File: src/rtl/cam_config_seq_if.sv
// SCCB transfer handshake between the config sequencer (master) and the bus engine (slave).
interface cam_config_seq_if #(
   parameter int REG_ADDR_W = 8
);
   logic                  sccb_ready;
   logic                  sccb_start;
   logic [REG_ADDR_W-1:0] sccb_addr;
   logic [7:0]            sccb_data;
   logic                  sccb_done;
   logic                  sccb_nack;

   modport master (
      input  sccb_ready, sccb_done, sccb_nack,
      output sccb_start, sccb_addr, sccb_data
   );

   modport slave (
      output sccb_ready, sccb_done, sccb_nack,
      input  sccb_start, sccb_addr, sccb_data
   );
endinterface

File: src/rtl/cam_config_seq.sv
// Camera sensor register loader: walks a ROM of {reg_addr, reg_data} words and issues SCCB writes.
// Optional macro CAM_CFG_RETRY_EN re-issues NACKed writes up to MAX_RETRY times.
module cam_config_seq #(
   parameter int CLK_FREQ   = 25000000,
   parameter int REG_ADDR_W = 8,
   parameter int ROM_AW     = 10,
   parameter int MAX_RETRY  = 3
) (
   input  logic                    clk,
   input  logic                    rst_n,
   input  logic                    start,
   output logic [ROM_AW-1:0]       rom_addr,
   input  logic [REG_ADDR_W+7:0]   rom_data,
   cam_config_seq_if.master        sccb,
   output logic                    busy,
   output logic                    done,
   output logic                    error,
   output logic [ROM_AW-1:0]       err_addr
);
   localparam int TICK = (CLK_FREQ >= 2000) ? CLK_FREQ / 1000 : 1;
   localparam int PW   = (TICK > 1) ? $clog2(TICK) : 1;

   typedef enum logic [2:0] {IDLE, FETCH, DECODE, ISSUE, WAIT, DELAY, DONE} state_t;

   state_t                state;
   logic                  start_q;
   logic [REG_ADDR_W-1:0] addr_q;
   logic [7:0]            data_q;
   logic [PW-1:0]         pre_cnt;
   logic [7:0]            ms_cnt;
   logic [REG_ADDR_W-1:0] w_addr;
   logic [7:0]            w_data;
   logic                  w_ctl;

`ifdef CAM_CFG_RETRY_EN
   localparam int RW = (MAX_RETRY > 0) ? $clog2(MAX_RETRY + 1) : 1;
   logic [RW-1:0]         retry_cnt;
`endif

   assign w_addr = rom_data[REG_ADDR_W+7:8];
   assign w_data = rom_data[7:0];
   assign w_ctl  = &w_addr;

   assign sccb.sccb_start = start_q;
   assign sccb.sccb_addr  = addr_q;
   assign sccb.sccb_data  = data_q;

   always_ff @(posedge clk or negedge rst_n) begin
      if (!rst_n) begin
         state    <= IDLE;
         rom_addr <= '0;
         start_q  <= 1'b0;
         addr_q   <= '0;
         data_q   <= '0;
         busy     <= 1'b0;
         done     <= 1'b0;
         error    <= 1'b0;
         err_addr <= '0;
         pre_cnt  <= '0;
         ms_cnt   <= '0;
`ifdef CAM_CFG_RETRY_EN
         retry_cnt <= '0;
`endif
      end else begin
         start_q <= 1'b0;
         case (state)
            IDLE: if (start) begin
               rom_addr <= '0;
               done     <= 1'b0;
               error    <= 1'b0;
               err_addr <= '0;
               busy     <= 1'b1;
`ifdef CAM_CFG_RETRY_EN
               retry_cnt <= '0;
`endif
               state    <= FETCH;
            end
            FETCH: state <= DECODE;
            DECODE: begin
               if (w_ctl && w_data == 8'hFF) begin
                  state <= DONE;
               end else if (w_ctl) begin
                  ms_cnt   <= w_data;
                  pre_cnt  <= '0;
                  rom_addr <= rom_addr + 1'b1;
                  state    <= DELAY;
               end else begin
                  addr_q <= w_addr;
                  data_q <= w_data;
                  state  <= ISSUE;
               end
            end
            ISSUE: if (sccb.sccb_ready) begin
               start_q <= 1'b1;
               state   <= WAIT;
            end
            WAIT: if (sccb.sccb_done) begin
               if (!sccb.sccb_nack) begin
`ifdef CAM_CFG_RETRY_EN
                  retry_cnt <= '0;
`endif
                  rom_addr <= rom_addr + 1'b1;
                  state    <= FETCH;
               end
`ifdef CAM_CFG_RETRY_EN
               else if (retry_cnt < RW'(MAX_RETRY)) begin
                  retry_cnt <= retry_cnt + 1'b1;
                  state     <= ISSUE;
               end
`endif
               else begin
                  error    <= 1'b1;
                  err_addr <= rom_addr;
                  state    <= DONE;
               end
            end
            // ms_cnt counts whole milliseconds left; N=0 leaves on the first cycle
            DELAY: begin
               if (ms_cnt == 8'd0) begin
                  state <= FETCH;
               end else if (pre_cnt == PW'(TICK - 1)) begin
                  pre_cnt <= '0;
                  ms_cnt  <= ms_cnt - 8'd1;
               end else begin
                  pre_cnt <= pre_cnt + 1'b1;
               end
            end
            DONE: begin
               if (!error) done <= 1'b1;
               busy  <= 1'b0;
               state <= IDLE;
            end
            default: state <= IDLE;
         endcase
      end
   end
endmodule

File: src/flat_wrapper.sv
// flat-port wrapper written by rule: the top's interface ports become plain ports
module cam_config_seq_flat 
#(
   parameter int CLK_FREQ   = 25000000,
   parameter int REG_ADDR_W = 8,
   parameter int ROM_AW     = 10,
   parameter int MAX_RETRY  = 3
)
  (clk, rst_n, start, rom_addr, rom_data, busy, done, error, err_addr, sccb_sccb_ready, sccb_sccb_done, sccb_sccb_nack, sccb_sccb_start, sccb_sccb_addr, sccb_sccb_data);
  cam_config_seq_if #(.REG_ADDR_W(REG_ADDR_W)) sccb_i ();
  input  logic clk;
  input  logic rst_n;
  input  logic start;
  output logic [ROM_AW-1:0] rom_addr;
  input  logic [REG_ADDR_W+7:0] rom_data;
  output logic busy;
  output logic done;
  output logic error;
  output logic [ROM_AW-1:0] err_addr;
  input wire logic [$bits(sccb_i.sccb_ready)-1:0] sccb_sccb_ready;
  input wire logic [$bits(sccb_i.sccb_done)-1:0] sccb_sccb_done;
  input wire logic [$bits(sccb_i.sccb_nack)-1:0] sccb_sccb_nack;
  output wire logic [$bits(sccb_i.sccb_start)-1:0] sccb_sccb_start;
  output wire logic [$bits(sccb_i.sccb_addr)-1:0] sccb_sccb_addr;
  output wire logic [$bits(sccb_i.sccb_data)-1:0] sccb_sccb_data;
  assign sccb_i.sccb_ready = sccb_sccb_ready;
  assign sccb_i.sccb_done = sccb_sccb_done;
  assign sccb_i.sccb_nack = sccb_sccb_nack;
  assign sccb_sccb_start = sccb_i.sccb_start;
  assign sccb_sccb_addr = sccb_i.sccb_addr;
  assign sccb_sccb_data = sccb_i.sccb_data;
  cam_config_seq #(.CLK_FREQ(CLK_FREQ), .REG_ADDR_W(REG_ADDR_W), .ROM_AW(ROM_AW), .MAX_RETRY(MAX_RETRY)) u_core (.clk(clk), .rst_n(rst_n), .start(start), .rom_addr(rom_addr), .rom_data(rom_data), .sccb(sccb_i), .busy(busy), .done(done), .error(error), .err_addr(err_addr));
endmodule
File: config.mk
export PLATFORM = sky130hd
export DESIGN_NAME = cam_config_seq_flat
export DESIGN_NICKNAME = d
export VERILOG_FILES = /design/src/rtl/cam_config_seq_if.sv /design/src/rtl/cam_config_seq.sv /design/src/flat_wrapper.sv
export SDC_FILE = /design/constraint.sdc
export NUM_CORES = 1
export LEC_CHECK = 0
export BUFFER_PORTS_ARGS = -buffer_cell sky130_fd_sc_hd__buf_2
export CAP_MARGIN = 20
export CORE_ASPECT_RATIO = 0.9
export CORE_MARGIN = 2
export CORE_UTILIZATION = 56
export DETAILED_ROUTE_END_ITERATION = 16
export PLACE_DENSITY = 0.89
export SLEW_MARGIN = 15
export SYNTH_ARGS = -nofsm -noshare
export SYNTH_HDL_FRONTEND = slang
export SYNTH_SLANG_ARGS = --single-unit
File: constraint.sdc
create_clock -name clk -period 2.6 [get_ports clk]
set_clock_uncertainty 0.15 [all_clocks]
set_input_delay 0.52 -clock clk [delete_from_list [all_inputs] [get_ports clk]]
set_output_delay 0.52 -clock clk [all_outputs]
set_load 0.02 [all_outputs]
==> results.json, run 1 <==
{
  "status": "finished, final reports clean",
  "cts-htree-levels": 3,
  "cts_hold_buf": 0,
  "cts_root_buffer": "clkbuf_8",
  "cts.clk_slew.worst_paths_ns": 0.07,
  "avgSynthCellArea_um2": 10.4,
  "powerDensity_nw_per_um2": 1010,
  "drive_above_1_share_pct": 28.5,
  "synthFlopType": "dfrtp_1",
  "fillers": 453,
  "cap_violations": 0,
  "synth-edff-count": 0,
  "min_period_ns": 2.41,
  "grt_usage_pct": 25.8,
  "endpoint_kind": "register",
  "wl_per_cell_um": 17.6,
  "crit_type": "register to register",
  "core-area_um2": 6180,
  "async_flop_share_pct": 100,
  "r2r_setup_slack_ns": 0.19,
  "finalSetupViolCount": 0,
  "relSlewSlack_pct": 47.7,
  "hold_viol": 0,
  "vdd_drop_max_mv": 0.657,
  "grt_max_degree": 36,
  "ys_ff_latch": 66,
  "cts_tree": "built",
  "final_cells": 501,
  "cts_setup_buffers": 0,
  "place_area_um2": 4000,
  "grt_overflow_total": 0,
  "dp_cells": 487,
  "vias": 3156,
  "tightest_slew_ns": 0.765,
  "cts_resized": 0,
  "path_max_fanout": 12,
  "drt-pass1-iter-count": 5,
  "via_per_inst": 6.30,
  "cts_buffer_depth": 2,
  "layout_common_cells": "dfrtp_1, buf_2, nand2_1",
  "num_rows": 27,
  "drv_slew": 0,
  "rsz0062_at_grt": "false",
  "netlist_area_um2": 3620,
  "grt_pass1_wl_um": 14200,
  "ios": 62,
  "final_nets": 437,
  "final_common_cell": "dfrtp_1",
  "grt_antenna_before_repair": 0,
  "crit_chain": "or4_4 > o41a_1 > buf_4 > o311ai_1",
  "clk_latency_ns": 0.34,
  "fp.dieH_um": 80.3,
  "critPathArrivalTime_ns": 2.48,
  "final_util_pct": 68.1,
  "fin_tns_setup_ns": 0,
  "yosys_warnings": 0,
  "synth_nets": 373,
  "cp.required_ns": 2.68,
  "initial_core_util_pct": 58.6,
  "final_area_um2": 4210,
  "drc": 0,
  "slowest_delay_ns": 0.61,
  "port_buffers": 61,
  "die_area_um2": 7130,
  "diodes": 0,
  "yosysUniqueCellTypes": 64,
  "fmax_ghz": 0.415,
  "hold_class": "primary input to async pin",
  "die_x_um": 88.8,
  "period_share_pct": 92.6,
  "cp-start-kind": "register",
  "wirelength_um": 8800,
  "area_growth_pct": 16.2,
  "finalWeightedCongestion": 0.885,
  "grt_pass1_vias": 3009,
  "slowest_stage": "o41a_1",
  "syn_inst": 347,
  "clock_sinks": 66,
  "numCtsBuffers": 9,
  "power_leakage_uw": 0.00201,
  "dp_hpwl_um": 6280,
  "ant_nets": 0,
  "drtIter0Drc": 227,
  "seq_area_frac_synth_pct": 45.6
}
per-layer routing:
| metal | track usage, % | wire length [um] |
|---|---|---|
| met5 | 0 | 0 |
| met1 | 31.5 | 3560 |
| met3 | 6.99 | 728 |
| met2 | 44.1 | 4360 |
| met4 | 7.88 | 159 |
final cells by class:
type / instances / area, um^2 / area share [%]
Clock buffer: 11 / 141 / 3.36
Clock inverter: 3 / 65.1 / 1.55
Inverter: 7 / 26.3 / 0.624
Multi-Input combinational cell: 250 / 1780 / 42.3
Sequential cell: 66 / 1650 / 39.2
Tap cell: 87 / 109 / 2.59
Timing Repair Buffer: 77 / 435 / 10.3
registers in the layout, indices dropped and copies added (netlist names):
signal                  count
u_core.pre_cnt             15
u_core.err_addr            10
u_core.rom_addr            10
u_core.ms_cnt               8
u_core.sccb.sccb_addr       8
u_core.sccb.sccb_data       8
u_core.state                3
u_core.busy                 1
u_core.done                 1
u_core.error                1
u_core.sccb.sccb_start      1
power by group:
group,total (uW),switching [uW],internal [uW]
registers,1580,248,1330
clock network,923,368,554
logic,1750,1020,726
total,4250,1640,2610
cells in the mapped netlist (all sizes together) (7+ instances only):
| cell type | count | share of area (%) |
|---|---|---|
| a211o | 8 | 1.9 |
| a21oi | 7 | 0.97 |
| a22o | 14 | 3.4 |
| a31oi | 10 | 1.7 |
| and2 | 7 | 1.2 |
| and3 | 13 | 2.2 |
| buf | 10 | 2.2 |
| clkbuf | 14 | 2.3 |
| dfrtp | 66 | 46 |
| inv | 7 | 0.73 |
| mux2 | 17 | 5.3 |
| mux2i | 7 | 1.9 |
| nand2 | 29 | 3.0 |
| nand3 | 16 | 2.3 |
| nand4 | 7 | 1.2 |
| nor2 | 16 | 1.7 |
| nor4 | 9 | 2.0 |
| o21ai | 10 | 1.4 |
logic make-up after synthesis:
family	count (synthesis)	share of synthesized area (%)
AND/OR/NAND/NOR	132	21.1
adder cells (fa/ha/maj)	4	1.38
flip-flops	66	45.6
buffers and inverters	31	5.22
multiplexers	24	7.22
XOR/XNOR	1	0.242
AO/OA/AOI/OAI	89	19.2
worst max-delay path, delay by kind of cell, from the launching register on:
kind	cells	cell delay, ns
compound gates	2	0.90
buf+inv	1	0.25
flops	1	0.42
simple gates	1	0.58
stage by stage:
stage / worst slack, ns / total power, uW / hold slack [ns]
after floorplan: 0.388 / 2830 / 0.0744
after global placement: 0.273 / 3230 / 0.322
after detailed placement: 0.126 / 3320 / 0.336
after CTS: 0.221 / 4250 / 0.109
after global routing: 0.127 / 4480 / 0.146
final: 0.192 / 4250 / 0.0994
final timing paths:
kind | from | endpoint | cells past startpoint
worst max-delay path | u_core.pre_cnt[9] | u_core.ms_cnt[6] | 4
worst min-delay path | rst_n | u_core.err_addr[8] | 1
worst max register to register | u_core.pre_cnt[9] | u_core.ms_cnt[6] | 4
worst min register to register | u_core.done | u_core.done | 2
max in group asynchronous | rst_n | u_core.ms_cnt[6] | 2
min in group clk | rom_data[10] | u_core.sccb.sccb_addr[2] | 2
(Power assumes the default switching activity.)
==> run 2, diff against run 1 <==
--- a/config.mk
+++ b/config.mk
@@ -7,7 +7,7 @@
 export LEC_CHECK = 0
 export BUFFER_PORTS_ARGS = -buffer_cell sky130_fd_sc_hd__buf_2
 export CAP_MARGIN = 20
-export CORE_ASPECT_RATIO = 0.9
+export CORE_ASPECT_RATIO = 0.7
 export CORE_MARGIN = 2
 export CORE_UTILIZATION = 56
 export DETAILED_ROUTE_END_ITERATION = 16
==> results.json, run 2 (synthesis results as in run 1) <==
{
  "p_int_uw": 2640,
  "drv_slew": 0,
  "power.switching_uw": 1690,
  "crit_type": "register to register",
  "via_per_inst": 6.40,
  "cts.clk_slew.worst_paths_ns": 0.08,
  "critPathArrivalTime_ns": 2.53,
  "grt_overflow_total": 0,
  "tightest_slew_ns": 0.814,
  "cts_resized": 0,
  "finalSetupViolCount": 0,
  "layout_common_cells": "dfrtp_1, buf_2, nand2_1",
  "largest_register_ffs": 15,
  "diodes": 0,
  "grt_pass1_vias": 3059,
  "area_growth_pct": 17.3,
  "holdWs_ns": 0.00684,
  "combPwrFrac_pct": 41.2,
  "top_regs": "u_core.pre_cnt x15, u_core.err_addr x10, u_core.rom_addr x10",
  "final_util_pct": 68.0,
  "hold_class": "primary input to async pin",
  "cp-start-kind": "register",
  "clk_latency_ns": 0.35,
  "status": "finished, final reports clean",
  "fp.dieH_um": 71.3,
  "core-area_um2": 6250,
  "drtIter0Drc": 361,
  "hold_viol": 0,
  "place_area_um2": 4030,
  "cap_violations": 0,
  "cts_root_buffer": "clkbuf_8",
  "relSlewSlack_pct": 45.1,
  "dp_hpwl_um": 6330,
  "clock_sinks": 66,
  "endpoint_kind": "register",
  "final_nets": 442,
  "num_rows": 24,
  "period_share_pct": 92.1,
  "cts_setup_buffers": 0,
  "ios": 62,
  "fmax_ghz": 0.418,
  "cts_tree": "built",
  "drt-pass1-iter-count": 5,
  "final_cells": 499,
  "drive_above_1_share_pct": 29.7,
  "grt_pass1_wl_um": 14900,
  "cts_hold_buf": 0,
  "vias": 3192,
  "port_buffers": 61,
  "grt_max_degree": 30,
  "die_x_um": 100,
  "top_register": "u_core.pre_cnt",
  "vdd_drop_max_mv": 0.609,
  "finalWeightedCongestion": 0.911,
  "cts-htree-levels": 3,
  "drc": 0,
  "fin_tns_setup_ns": 0,
  "path_max_fanout": 13,
  "wirelength_um": 8870,
  "grt_usage_pct": 26.6,
  "wl_per_cell_um": 17.8,
  "min_period_ns": 2.39,
  "grt_antenna_before_repair": 0,
  "p_sw_share_pct": 39.0,
  "cts_buffer_depth": 2,
  "dp_cells": 483,
  "cp.required_ns": 2.74,
  "die_area_um2": 7140,
  "initial_core_util_pct": 58.0,
  "p_clk_share_pct": 22.4,
  "powerDensity_nw_per_um2": 1020,
  "p_seq_share_pct": 36.4,
  "final_common_cell": "dfrtp_1",
  "final_area_um2": 4250,
  "power_leakage_uw": 0.00204,
  "rsz0062_at_grt": "false",
  "numCtsBuffers": 9,
  "ant_nets": 0
}
[run 2: changes by cell type in the layout (fill, tap and decap cells not counted)]
cell        delta
clkinv_2       +1
clkinvlp_4     +1
buf_4          +5
[run 2: path summary, 6_finish.rpt]
path	start	depth (start not counted)	endpoint	slack, ns
setup reg to reg	u_core.pre_cnt[9]	5	u_core.ms_cnt[1]	0.21
hold reg to reg	u_core.sccb.sccb_addr[2]	1	u_core.sccb.sccb_addr[2]	0.35
max in group asynchronous	rst_n	2	u_core.sccb.sccb_addr[5]	1.66
hold / removal	rst_n	1	u_core.pre_cnt[14]	0.007
setup / recovery	u_core.pre_cnt[9]	5	u_core.ms_cnt[1]	0.21
min in group clk	rom_data[9]	2	u_core.sccb.sccb_addr[1]	0.27
[run 2: stage by stage]
step | power (uW) | worst slack (ns)
floorplan | 2830 | 0.388
global placement | 3250 | 0.254
detailed placement | 3340 | 0.243
CTS | 4310 | 0.225
global route | 4580 | 0.109
finish | 4320 | 0.206
[run 2: cell type report]
type / instances / area [um^2]
clock inverter: 5 / 77.6
clock buffer: 11 / 141
fill: 470 / 2000
tap: 78 / 97.6
sequential: 66 / 1650
multi-input combinational: 250 / 1780
inverter: 7 / 26.3
timing repair buffer: 82 / 473
[run 2: power by group through the flow]
stage,Combinational (uW),Sequential [uW],Clock [uW]
final,1780,1570,967
after global routing,1940,1610,1030
after CTS,1770,1570,975
after detailed placement,1760,1580,0
after global placement,1690,1560,0
after floorplan,1080,1750,0
[run 2: worst max-delay path: stages, from the launching register on]
cell,delay [ns]
dfrtp_1,0.41
or4_4,0.58
o41a_1,0.61
buf_4,0.24
a21oi_1,0.18
o22a_1,0.16
[run 2: layer usage]
layer | share of wire (%) | up-vias | routed length, um | global-route usage [%]
met5 | 0 | - | 0 | 0
met1 | 46 | 1536 | 4050 | 38.8
li1 | - | 1470 | - | -
met4 | 1.3 | 0 | 117 | 7.31
met2 | 44 | 169 | 3930 | 37.8
met3 | 8.7 | 17 | 773 | 9.66
==> run 3, diff against run 2 <==
--- a/config.mk
+++ b/config.mk
@@ -7,9 +7,12 @@
 export LEC_CHECK = 0
 export BUFFER_PORTS_ARGS = -buffer_cell sky130_fd_sc_hd__buf_2
 export CAP_MARGIN = 20
+export CELL_PAD_IN_SITES_DETAIL_PLACEMENT = 0
+export CELL_PAD_IN_SITES_GLOBAL_PLACEMENT = 1
 export CORE_ASPECT_RATIO = 0.7
 export CORE_MARGIN = 2
-export CORE_UTILIZATION = 56
+export CORE_UTILIZATION = 44
+export CTS_CLUSTER_DIAMETER = 40
 export DETAILED_ROUTE_END_ITERATION = 16
 export PLACE_DENSITY = 0.89
 export SLEW_MARGIN = 15
==> results.json, run 3 (synthesis results as in run 1) <==
{
  "rsz0062_at_grt": "false",
  "r2r-start": "u_core.pre_cnt[9]",
  "powerDensity_nw_per_um2": 1040,
  "finalSetupViolCount": 0,
  "r2r_setup_slack_ns": 0.12,
  "grt_antenna_before_repair": 0,
  "initial_core_util_pct": 45.6,
  "holdWs_ns": 0.0620,
  "drt-pass1-iter-count": 4,
  "finalWeightedCongestion": 0.827,
  "cts_tree": "built",
  "slowest_delay_ns": 0.66,
  "cts.clk_slew.worst_paths_ns": 0.05,
  "ant_nets": 0,
  "min_period_ns": 2.48,
  "fmax_ghz": 0.403,
  "core-area_um2": 7940,
  "cp-start-kind": "register",
  "hold_class": "primary input to async pin",
  "drtIter0Drc": 223,
  "crit_chain": "or4_4 > o41a_1 > and3_1 > a211o_1",
  "grt_pass1_vias": 2919,
  "fp.dieH_um": 79.9,
  "status": "finished, final reports clean",
  "cts_root_buffer": "clkbuf_16",
  "cts_resized": 0,
  "critPathArrivalTime_ns": 2.54,
  "cap_violations": 0,
  "rr_endpoint": "u_core.pre_cnt[14]",
  "critical_path_buf_inv_count": 0,
  "power.switching_uw": 1710,
  "die_x_um": 112,
  "power_leakage_uw": 0.00206,
  "drive_above_1_share_pct": 29.2,
  "numCtsBuffers": 9,
  "diodes": 0,
  "drv_slew": 0,
  "final_nets": 439,
  "period_share_pct": 95.3,
  "hold_viol": 0,
  "cts_buffer_depth": 2,
  "grt_pass1_wl_um": 15100,
  "clock_sinks": 66,
  "p_clk_share_pct": 26.1,
  "top_register": "u_core.pre_cnt",
  "ios": 62,
  "num_rows": 27,
  "p_seq_share_pct": 35.1,
  "clk_latency_ns": 0.33,
  "grt_max_degree": 41,
  "top_regs": "u_core.pre_cnt x15, u_core.err_addr x10, u_core.rom_addr x10",
  "cts_setup_buffers": 0,
  "p_int_uw": 2790,
  "combPwrFrac_pct": 38.8,
  "cts_hold_buf": 0,
  "slowest_stage": "o41a_1",
  "grt_overflow_total": 0,
  "via_per_inst": 6.06,
  "area_growth_pct": 19.4,
  "tightest_slew_ns": 0.701,
  "path_max_fanout": 15,
  "grt_usage_pct": 21.4,
  "wirelength_um": 9150,
  "relSlewSlack_pct": 53.1,
  "layout_common_cells": "dfrtp_1, buf_2, nand2_1",
  "endpoint_kind": "register",
  "largest_register_ffs": 15,
  "final_common_cell": "dfrtp_1",
  "cp.required_ns": 2.66,
  "vdd_drop_max_mv": 0.575,
  "reg2regPathDepth": 4,
  "die_area_um2": 8990,
  "crit_type": "register to register",
  "cp_top_family": "compound AO/OA/AOI/OAI gates",
  "vias": 3143,
  "dp_hpwl_um": 6490,
  "wl_per_cell_um": 17.6,
  "port_buffers": 61,
  "p_sw_share_pct": 38.0,
  "fin_tns_setup_ns": 0,
  "drc": 0,
  "cts-htree-levels": 3
}
## run 3: layout make-up
type	instances	area, um^2
Clock inverter	6	57.6
Timing Repair Buffer	79	453
Sequential cell	66	1650
Tap cell	101	126
Multi-Input combinational cell	250	1780
Clock buffer	10	229
Inverter	7	26.3
Fill cell	711	3610
## run 3: metal layers
metal | up-vias | global-route usage [%] | routed length (um)
met3 | 10 | 6.91 | 631
li1 | 1471 | - | -
met5 | - | 0 | 0
met4 | 0 | 5.00 | 87
met2 | 90 | 31.6 | 3930
met1 | 1572 | 30.6 | 4500
## run 3: worst max path at each step
stage,from,end,slack [ns],cells past startpoint
6_report,u_core.pre_cnt[9],u_core.pre_cnt[14],0.12,4
5_1_grt,u_core.pre_cnt[9],u_core.pre_cnt[14],0.07,4
4_1_cts,u_core.pre_cnt[9],u_core.pre_cnt[14],0.14,4
3_5_place_dp,u_core.pre_cnt[9],u_core.pre_cnt[14],0.15,4
3_3_place_gp,u_core.pre_cnt[9],u_core.pre_cnt[10],0.18,4
2_1_floorplan,u_core.pre_cnt[9],u_core.ms_cnt[7],0.39,5
## run 3: power groups by stage
stage               combinational [uW]  clock, uW  sequential [uW]
detailed placement                1740          0             1580
global route                      1920       1250             1620
finish                            1750       1180             1580
floorplan                         1080          0             1750
global placement                  1700          0             1570
CTS                               1750       1200             1570
## run 3: metrics by stage
stage               power, uW  cells  setup slack [ns]  utilization (%)  area [um^2]
detailed placement       3330    503             0.147             50.9         4040
floorplan                2830    347             0.388                -         3620
CTS                      4530    519             0.139             54.5         4330
global placement         3270    502             0.178             50.8         4030
global route             4780    519            0.0692             54.5         4330
finish                   4500    519             0.121             54.5         4330
